--- src/rtl/mips_multicycle_control.sv ---
// Main control FSM for the multi-cycle Mini-MIPS datapath.
// Moore-decoded controls; FETCH/MEMWR gate strobes on mem_ready.
module mips_multicycle_control #(
  parameter logic [5:0] OP_RTYPE = 6'b000000,
  parameter logic [5:0] OP_LW    = 6'b100011,
  parameter logic [5:0] OP_SW    = 6'b101011,
  parameter logic [5:0] OP_BEQ   = 6'b000100,
  parameter logic [5:0] OP_J     = 6'b000010,
  parameter logic [5:0] OP_ADDI  = 6'b001000
) (
  input  logic       clk,
  input  logic       reset,
  input  logic [5:0] opcode,
  input  logic       mem_ready,
  output logic       PCWrite,
  output logic       PCWriteCond,
  output logic       IorD,
  output logic       MemRead,
  output logic       MemWrite,
  output logic       MemtoReg,
  output logic       IRWrite,
  output logic [1:0] PCSource,
  output logic [1:0] ALUOp,
  output logic       ALUSrcA,
  output logic [1:0] ALUSrcB,
  output logic       RegWrite,
  output logic       RegDst,
  output logic       instr_done,
  output logic       illegal_op,
  output logic [3:0] state
);

  typedef enum logic [3:0] {
    S_FETCH  = 4'd0,
    S_DECODE = 4'd1,
    S_MEMADR = 4'd2,
    S_MEMRD  = 4'd3,
    S_MEMWB  = 4'd4,
    S_MEMWR  = 4'd5,
    S_EXEC   = 4'd6,
    S_RTWB   = 4'd7,
    S_BRANCH = 4'd8,
    S_JUMP   = 4'd9,
    S_ADDIEX = 4'd10,
    S_ADDIWB = 4'd11
  } state_e;

  state_e state_q, state_d;
  logic   is_lw_q, is_lw_d;

  always_ff @(posedge clk) begin
    if (reset) begin
      state_q <= S_FETCH;
      is_lw_q <= 1'b0;
    end else begin
      state_q <= state_d;
      is_lw_q <= is_lw_d;
    end
  end

  always_comb begin
    state_d     = S_FETCH;
    is_lw_d     = is_lw_q;
    PCWrite     = 1'b0;
    PCWriteCond = 1'b0;
    IorD        = 1'b0;
    MemRead     = 1'b0;
    MemWrite    = 1'b0;
    MemtoReg    = 1'b0;
    IRWrite     = 1'b0;
    PCSource    = 2'b00;
    ALUOp       = 2'b00;
    ALUSrcA     = 1'b0;
    ALUSrcB     = 2'b00;
    RegWrite    = 1'b0;
    RegDst      = 1'b0;
    instr_done  = 1'b0;
    illegal_op  = 1'b0;
    state       = reset ? 4'd0 : state_q;

    case (state_q)
      S_FETCH: begin
        MemRead = 1'b1;
        ALUSrcB = 2'b01;
        IRWrite = mem_ready;
        PCWrite = mem_ready;
        state_d = mem_ready ? S_DECODE : S_FETCH;
      end
      S_DECODE: begin
        ALUSrcB = 2'b11;
        is_lw_d = (opcode == OP_LW);
        if (opcode == OP_LW || opcode == OP_SW)
          state_d = S_MEMADR;
        else if (opcode == OP_RTYPE)
          state_d = S_EXEC;
        else if (opcode == OP_BEQ)
          state_d = S_BRANCH;
        else if (opcode == OP_J)
          state_d = S_JUMP;
        else if (opcode == OP_ADDI)
          state_d = S_ADDIEX;
        else
          illegal_op = 1'b1;
      end
      S_MEMADR: begin
        ALUSrcA = 1'b1;
        ALUSrcB = 2'b10;
        state_d = is_lw_q ? S_MEMRD : S_MEMWR;
      end
      S_MEMRD: begin
        MemRead = 1'b1;
        IorD    = 1'b1;
        state_d = mem_ready ? S_MEMWB : S_MEMRD;
      end
      S_MEMWB: begin
        RegWrite   = 1'b1;
        MemtoReg   = 1'b1;
        instr_done = 1'b1;
      end
      S_MEMWR: begin
        MemWrite   = 1'b1;
        IorD       = 1'b1;
        instr_done = mem_ready;
        state_d    = mem_ready ? S_FETCH : S_MEMWR;
      end
      S_EXEC: begin
        ALUSrcA = 1'b1;
        ALUOp   = 2'b10;
        state_d = S_RTWB;
      end
      S_RTWB: begin
        RegWrite   = 1'b1;
        RegDst     = 1'b1;
        instr_done = 1'b1;
      end
      S_BRANCH: begin
        ALUSrcA     = 1'b1;
        ALUOp       = 2'b01;
        PCWriteCond = 1'b1;
        PCSource    = 2'b01;
        instr_done  = 1'b1;
      end
      S_JUMP: begin
        PCWrite    = 1'b1;
        PCSource   = 2'b10;
        instr_done = 1'b1;
      end
      S_ADDIEX: begin
        ALUSrcA = 1'b1;
        ALUSrcB = 2'b10;
        state_d = S_ADDIWB;
      end
      S_ADDIWB: begin
        RegWrite   = 1'b1;
        instr_done = 1'b1;
      end
      default: state_d = S_FETCH;
    endcase

    // Reset must mask every strobe in the same cycle, even mid-stall.
    if (reset) begin
      PCWrite     = 1'b0;
      PCWriteCond = 1'b0;
      IorD        = 1'b0;
      MemRead     = 1'b0;
      MemWrite    = 1'b0;
      MemtoReg    = 1'b0;
      IRWrite     = 1'b0;
      PCSource    = 2'b00;
      ALUOp       = 2'b00;
      ALUSrcA     = 1'b0;
      ALUSrcB     = 2'b00;
      RegWrite    = 1'b0;
      RegDst      = 1'b0;
      instr_done  = 1'b0;
      illegal_op  = 1'b0;
    end
  end

endmodule

--- config.mk ---
export PLATFORM = sky130hd
export DESIGN_NAME = mips_multicycle_control
export DESIGN_NICKNAME = d
export VERILOG_FILES = /design/src/rtl/mips_multicycle_control.sv
export SDC_FILE = /design/constraint.sdc
export NUM_CORES = 1
export LEC_CHECK = 0
export BUFFER_PORTS_ARGS = -buffer_cell sky130_fd_sc_hd__buf_2
export CORE_MARGIN = 1
export CORE_UTILIZATION = 30
export DETAILED_ROUTE_END_ITERATION = 10
export SLEW_MARGIN = 20
export SYNTH_ARGS = -nofsm -noshare
export SYNTH_HDL_FRONTEND = slang
export SYNTH_SLANG_ARGS = --single-unit
--- constraint.sdc ---
create_clock -name clk -period 2.05 [get_ports clk]
set_input_delay 0.3075 -clock clk [delete_from_list [all_inputs] [get_ports clk]]
set_output_delay 0.3075 -clock clk [all_outputs]
set_load 0.005 [all_outputs]
Yosys cells after proc, flatten, opt, wreduce, memory -nomap -nowiden --
Cells that the tools add are included.
Storage, ports and cells: bits in registers 5, bits in writable memories 0, memories kept 0, latch bits 0, word-level logic and storage cells 73, bits of input ports 9, bits in read-only memories 0
Operators by class: multipliers 0, mux-type cells 46, bitwise operators 0, add/subtract/negate cells 0, equality and inequality tests 16, div/mod/pow operators 0, reduce and logical (&&, ||, !) cells 9, magnitude comparators 0, shift operators 0
Operator list (count):
- $mux W1 | 28
- $pmux W4 S7 | 1
- $mux W4 | 6
- $eq A4 B3 Y1 const B | 4
- $eq A4 B4 Y1 const B | 4
- $eq A6 B6 Y1 const B | 2
- $mux W3 | 3
- $eq A4 B2 Y1 const B | 2
- $pmux W2 S2 | 2
- $eq A6 B2 Y1 const B | 1
- $eq A6 B3 Y1 const B | 1
- $eq A6 B4 Y1 const B | 1
- $logic_not A6 Y1 | 1
- $mux W2 | 3
- $pmux W2 S3 | 1
- $reduce_or A2 Y1 | 3
- $reduce_or A5 Y1 | 1
- $eq A4 B1 Y1 const B | 1
- $logic_not A4 Y1 | 1
- $pmux W1 S2 | 2
- $reduce_or A4 Y1 | 1
- $reduce_or A3 Y1 | 1
- $logic_or A1 B1 Y1 | 1

Logic depth before layout (Yosys ltp) --
word-level depth 8, depth in mapped cells 6, gate-level depth less buffers 4

Least setup slack after synthesis --
OpenSTA, ideal clock, no wires.
path kind register to output, from register state_q[2], to output PCSource[0], path slack 0.450 ns, stages on the path, launching flop included 7, arrival 1.293 ns, path buffers 3, path through dfxtp_1 buf_2 buf_1 nor2_1 nand2_1 nor3_1 buf_4
Between the ends: longest elaborated chain between the ends 3, elaborated cells on any way between the ends 4, those cells by class 2 x eq/ne; 2 x mux
Ends and longest elaborated chain:
- from (decl) | RTL line 48 | state_e state_q, state_d;
- from (signal assigned) | RTL line 56 | state_q <= state_d;
- $eq A4 B4 Y1 | RTL line 81 | case (state_q)
- $pmux W2 S2 * | RTL line 81
- $mux W2 * | RTL line 161 | if (reset) begin
- to (decl) | RTL line 22 | output logic [1:0] PCSource,
Mark *: on every way between the ends. The rest lies on a longest branch, timed or not.

Worst setup path after layout --
from register state_q[1], to output illegal_op
Between the ends: longest elaborated chain between the ends 3
Ends and longest elaborated chain:
- $eq A4 B1 Y1 | RTL line 81
- $mux W1 | RTL line 81
- $mux W1 | RTL line 161
- to (decl) | RTL line 29 | output logic illegal_op,
No other way between the ends.

==> reports/metrics.yaml <==
power_and_ir_drop:
  pwr-share-seq_pct: 34.9
  power_frac_clock_pct: 39.2
  total_power_uw: 288.0
  p_int_uw: 204.2
  p_comb_share_pct: 25.9
  power_switching_share_pct: 29.10
  switching_power_uw: 83.80
  p_per_area_nw_per_um2: 345.1
  ir_drop_uv: 409.2
  p_leak_nw: 0.3986
sta:
  rsz0062_at_grt: "no"
  slew_viol_final: 0
  layout_min_cycle_time_ns: 1.840
  fin_crit_sh_pct: 89.77
  clock.fmax_mhz: 543.4
  tns_ns: 0
  setup-violations-final: 0
  slew-limit-headroom_pct: 77.23
  hold_ws_ns: 0.4138
  tightest_slew_ns: 0.3384
  finClkSkew_ns: 0.004810
  hold_violations: 0
place:
  routabilityCongestion: 0.7936
  placed_cell_area_um2: 808.3
  hpwl_mm: 1.278
  portBuffers: 30
finish:
  utilization_pct: 42.11
  fin_nets: 135
  syn_to_final_growth_pct: 29.51
  antenna_cells: 0
  fin_area_um2: 834.6
  nFillCells: 215
  drive_above_1_share_pct: 32.80
cts:
  clkLatencyLatePin_ns: 0.24
  cts_buffers: 3
  clock_sinks: 5
  clockRootBuffer: "clkbuf_4"
  cts_hold_buf: 0
  cts_resized: 0
  post_cts_buffers: 0
  cts_max_level: 1
  clk_path_buf_depth: 2
  cts_tree: "done"
  cts.reportedPaths.clkPinSlew_ns: 0.04
die:
  core_area_um2: 1982
  start_util_pct: 32.51
  die_w_um: 48.35
  fp.dieArea_um2: 2337
  num_rows: 16
  die_h_um: 48.35
  ioPinCount: 31
synth:
  syn-num-nets: 106
  synth.distinct_cells: 34
  ys_seq_area_share_pct: 15.53
  syn_avg_cell_area_um2: 6.643
  ys_seq_elements: 5
  synthCells: 97
  yosys_warnings: 0
  netlist_area_um2: 644.4
route:
  dr.pass1.iters: 5
  drt_iter0_drc: 13
  wl_met1_um: 877
  viasPerCell: 5.184
  route.met2.wl_um: 763
  avgRoutedWirePerCell_um: 11.58
  wl_met3_um: 111
  ant_nets: 0
  route.detailed.drc: 0
  wl_mm: 1.760
  highest_layer: "met4"
  vias: 788
setup_path:
  startpoint_type: "register"
  end_kind: "output port"
  crit_start: "state_q[1]$_SDFF_PP0_"
  crit_type: "reg2out"
  rr_startpoint: "state_q[0]$_SDFF_PP0_"
  rrSetupSlack_ns: 0.49
  worst_ep_arrival_time_ns: 1.53
  worst-r2r-cell-count: 5
  crit_end: "illegal_op"
  regToRegEndpoint: "state_q[2]$_SDFF_PP0_"
  cp_max_fo: 4
  critPathRequiredTime_ns: 1.74
hold_path:
  worstHoldStart: "reset"
  min_path_type: "in2reg"
outcome:
  status: "finished clean"
flow_run:
  drv_cap: 0
global_routing:
  overflow: 0
  grt_pass1_vias: 654
  antenna_found_initial: 0
  grt_max_degree: 23
  grt_pass1_wl_mm: 2.773
  track_usage_pct: 14.65
worst min-delay path by stage:
stage / cells after the start / slack, ns / end
floorplan: 3 / 0.49 / state_q[2]$_SDFF_PP0_
CTS: 4 / 0.41 / state_q[2]$_SDFF_PP0_
finish: 2 / 0.41 / is_lw_q$_SDFFE_PP0N_
global placement: 2 / 0.57 / is_lw_q$_SDFFE_PP0N_
global route: 4 / 0.43 / state_q[2]$_SDFF_PP0_
detailed placement: 2 / 0.58 / is_lw_q$_SDFFE_PP0N_
state kept, by name, summed over array words and instances, names as in the netlist:
signal	cells
state_q	4
is_lw_q	1
synth_stat cells:
| cell | count | area, um^2 |
|---|---|---|
| buf_6 | 1 | 11.26 |
| nand2b_1 | 2 | 12.51 |
| or3b_2 | 1 | 8.760 |
| o21ai_0 | 5 | 25.02 |
| nor2_1 | 14 | 52.55 |
| nor3b_1 | 2 | 15.01 |
| nor2b_1 | 6 | 37.54 |
| buf_2 | 1 | 5.000 |
| o21bai_1 | 2 | 15.01 |
| and3b_1 | 1 | 8.760 |
| dfxtp_1 | 5 | 100.1 |
| nor4b_1 | 2 | 17.52 |
| a31oi_1 | 2 | 12.51 |
| clkbuf_1 | 6 | 22.52 |
| and3_1 | 3 | 18.77 |
| a21o_1 | 1 | 7.510 |
| a31o_1 | 1 | 8.760 |
| xor2_1 | 3 | 26.28 |
| a31o_2 | 1 | 8.760 |
| or4b_4 | 1 | 13.76 |
| o31ai_1 | 2 | 15.01 |
| nor3_1 | 9 | 45.04 |
| nand2_1 | 4 | 15.01 |
| inv_1 | 3 | 11.26 |
| a21oi_1 | 8 | 40.04 |
| nor4_1 | 3 | 18.77 |
| nor4_4 | 1 | 21.27 |
| a32o_1 | 1 | 10.01 |
| buf_4 | 1 | 7.510 |
| or3b_1 | 1 | 8.760 |
| buf_1 | 1 | 3.750 |
| a22oi_1 | 1 | 7.510 |
| a211oi_1 | 1 | 7.510 |
| nand3_1 | 1 | 5.000 |
stage by stage:
stage	instances	setup slack, ns
global route	152	0.1219
finish	152	0.2096
floorplan	97	0.4499
global placement	148	0.4718
CTS	152	0.2073
detailed placement	148	0.4715
cell type report:
class	count	area (um^2)	share of cell area (%)
Clock buffer	4	26.28	3.148
Tap cell	27	33.78	4.048
Inverter	3	11.26	1.349
Sequential cell	5	100.1	11.99
Timing Repair Buffer	34	180.2	21.59
Multi-Input combinational cell	79	483.0	57.87
metal layers:
| metal | track usage, % | vias to the layer above |
|---|---|---|
| li1 | - | 405 |
| met1 | 18.29 | 350 |
| met2 | 24.41 | 31 |
| met3 | 5.031 | 2 |
| met4 | 2.941 | 0 |
| met5 | 0 | - |
placed cells by master, fill, tap and decap left out:
cell type  netlist  layout
a32o_1           1       1
a31o_2           1       1
or3b_1           1       1
and3_1           3       3
nor4b_1          2       2
clkbuf_1         6       1
nor3_1           9       9
nor2_1          14      14
nand2b_1         2       2
xor2_1           3       3
o31ai_1          2       2
inv_1            3       3
buf_2            1      30
a22oi_1          1       1
a21o_1           1       1
o21ai_0          5       5
or4b_4           1       1
nand2_1          4       4
a211oi_1         1       1
o21bai_1         2       2
dfxtp_1          5       5
a31oi_1          2       2
a21oi_1          8       8
buf_4            1       4
nor3b_1          2       2
and3b_1          1       1
a31o_1           1       1
nor2b_1          6       6
clkbuf_4         0       3
nand3_1          1       1
nor4_1           3       3
nor4_4           1       1
or3b_2           1       1
power groups by stage:
stage                     Sequential (mW)  Clock [mW]  Combinational [mW]
after floorplan                     0.102           0              0.0429
after global placement              0.102           0              0.0732
after detailed placement            0.102           0              0.0746
after CTS                           0.100       0.117              0.0746
after global routing                0.100       0.123              0.0829
final                               0.100       0.113              0.0747
logic make-up (layout without fill, tap and decap cells):
kind of cell    Yosys count  count (layout)  share of synthesized area [%]
xor+xnor                  3               3                          4.078
compound gates           25              25                          24.47
flops                     5               5                          15.53
simple gates             51              51                          46.41
buf+inv                  13              41                          9.513
worst max-delay path, stage by stage (launching register included):
cell     delay, ns
dfxtp_1       0.30
or4b_4        0.57
nor2_1        0.14
o31ai_1       0.09
nor2_1        0.08
buf_2         0.11
Power figures use the tool's default switching activity.
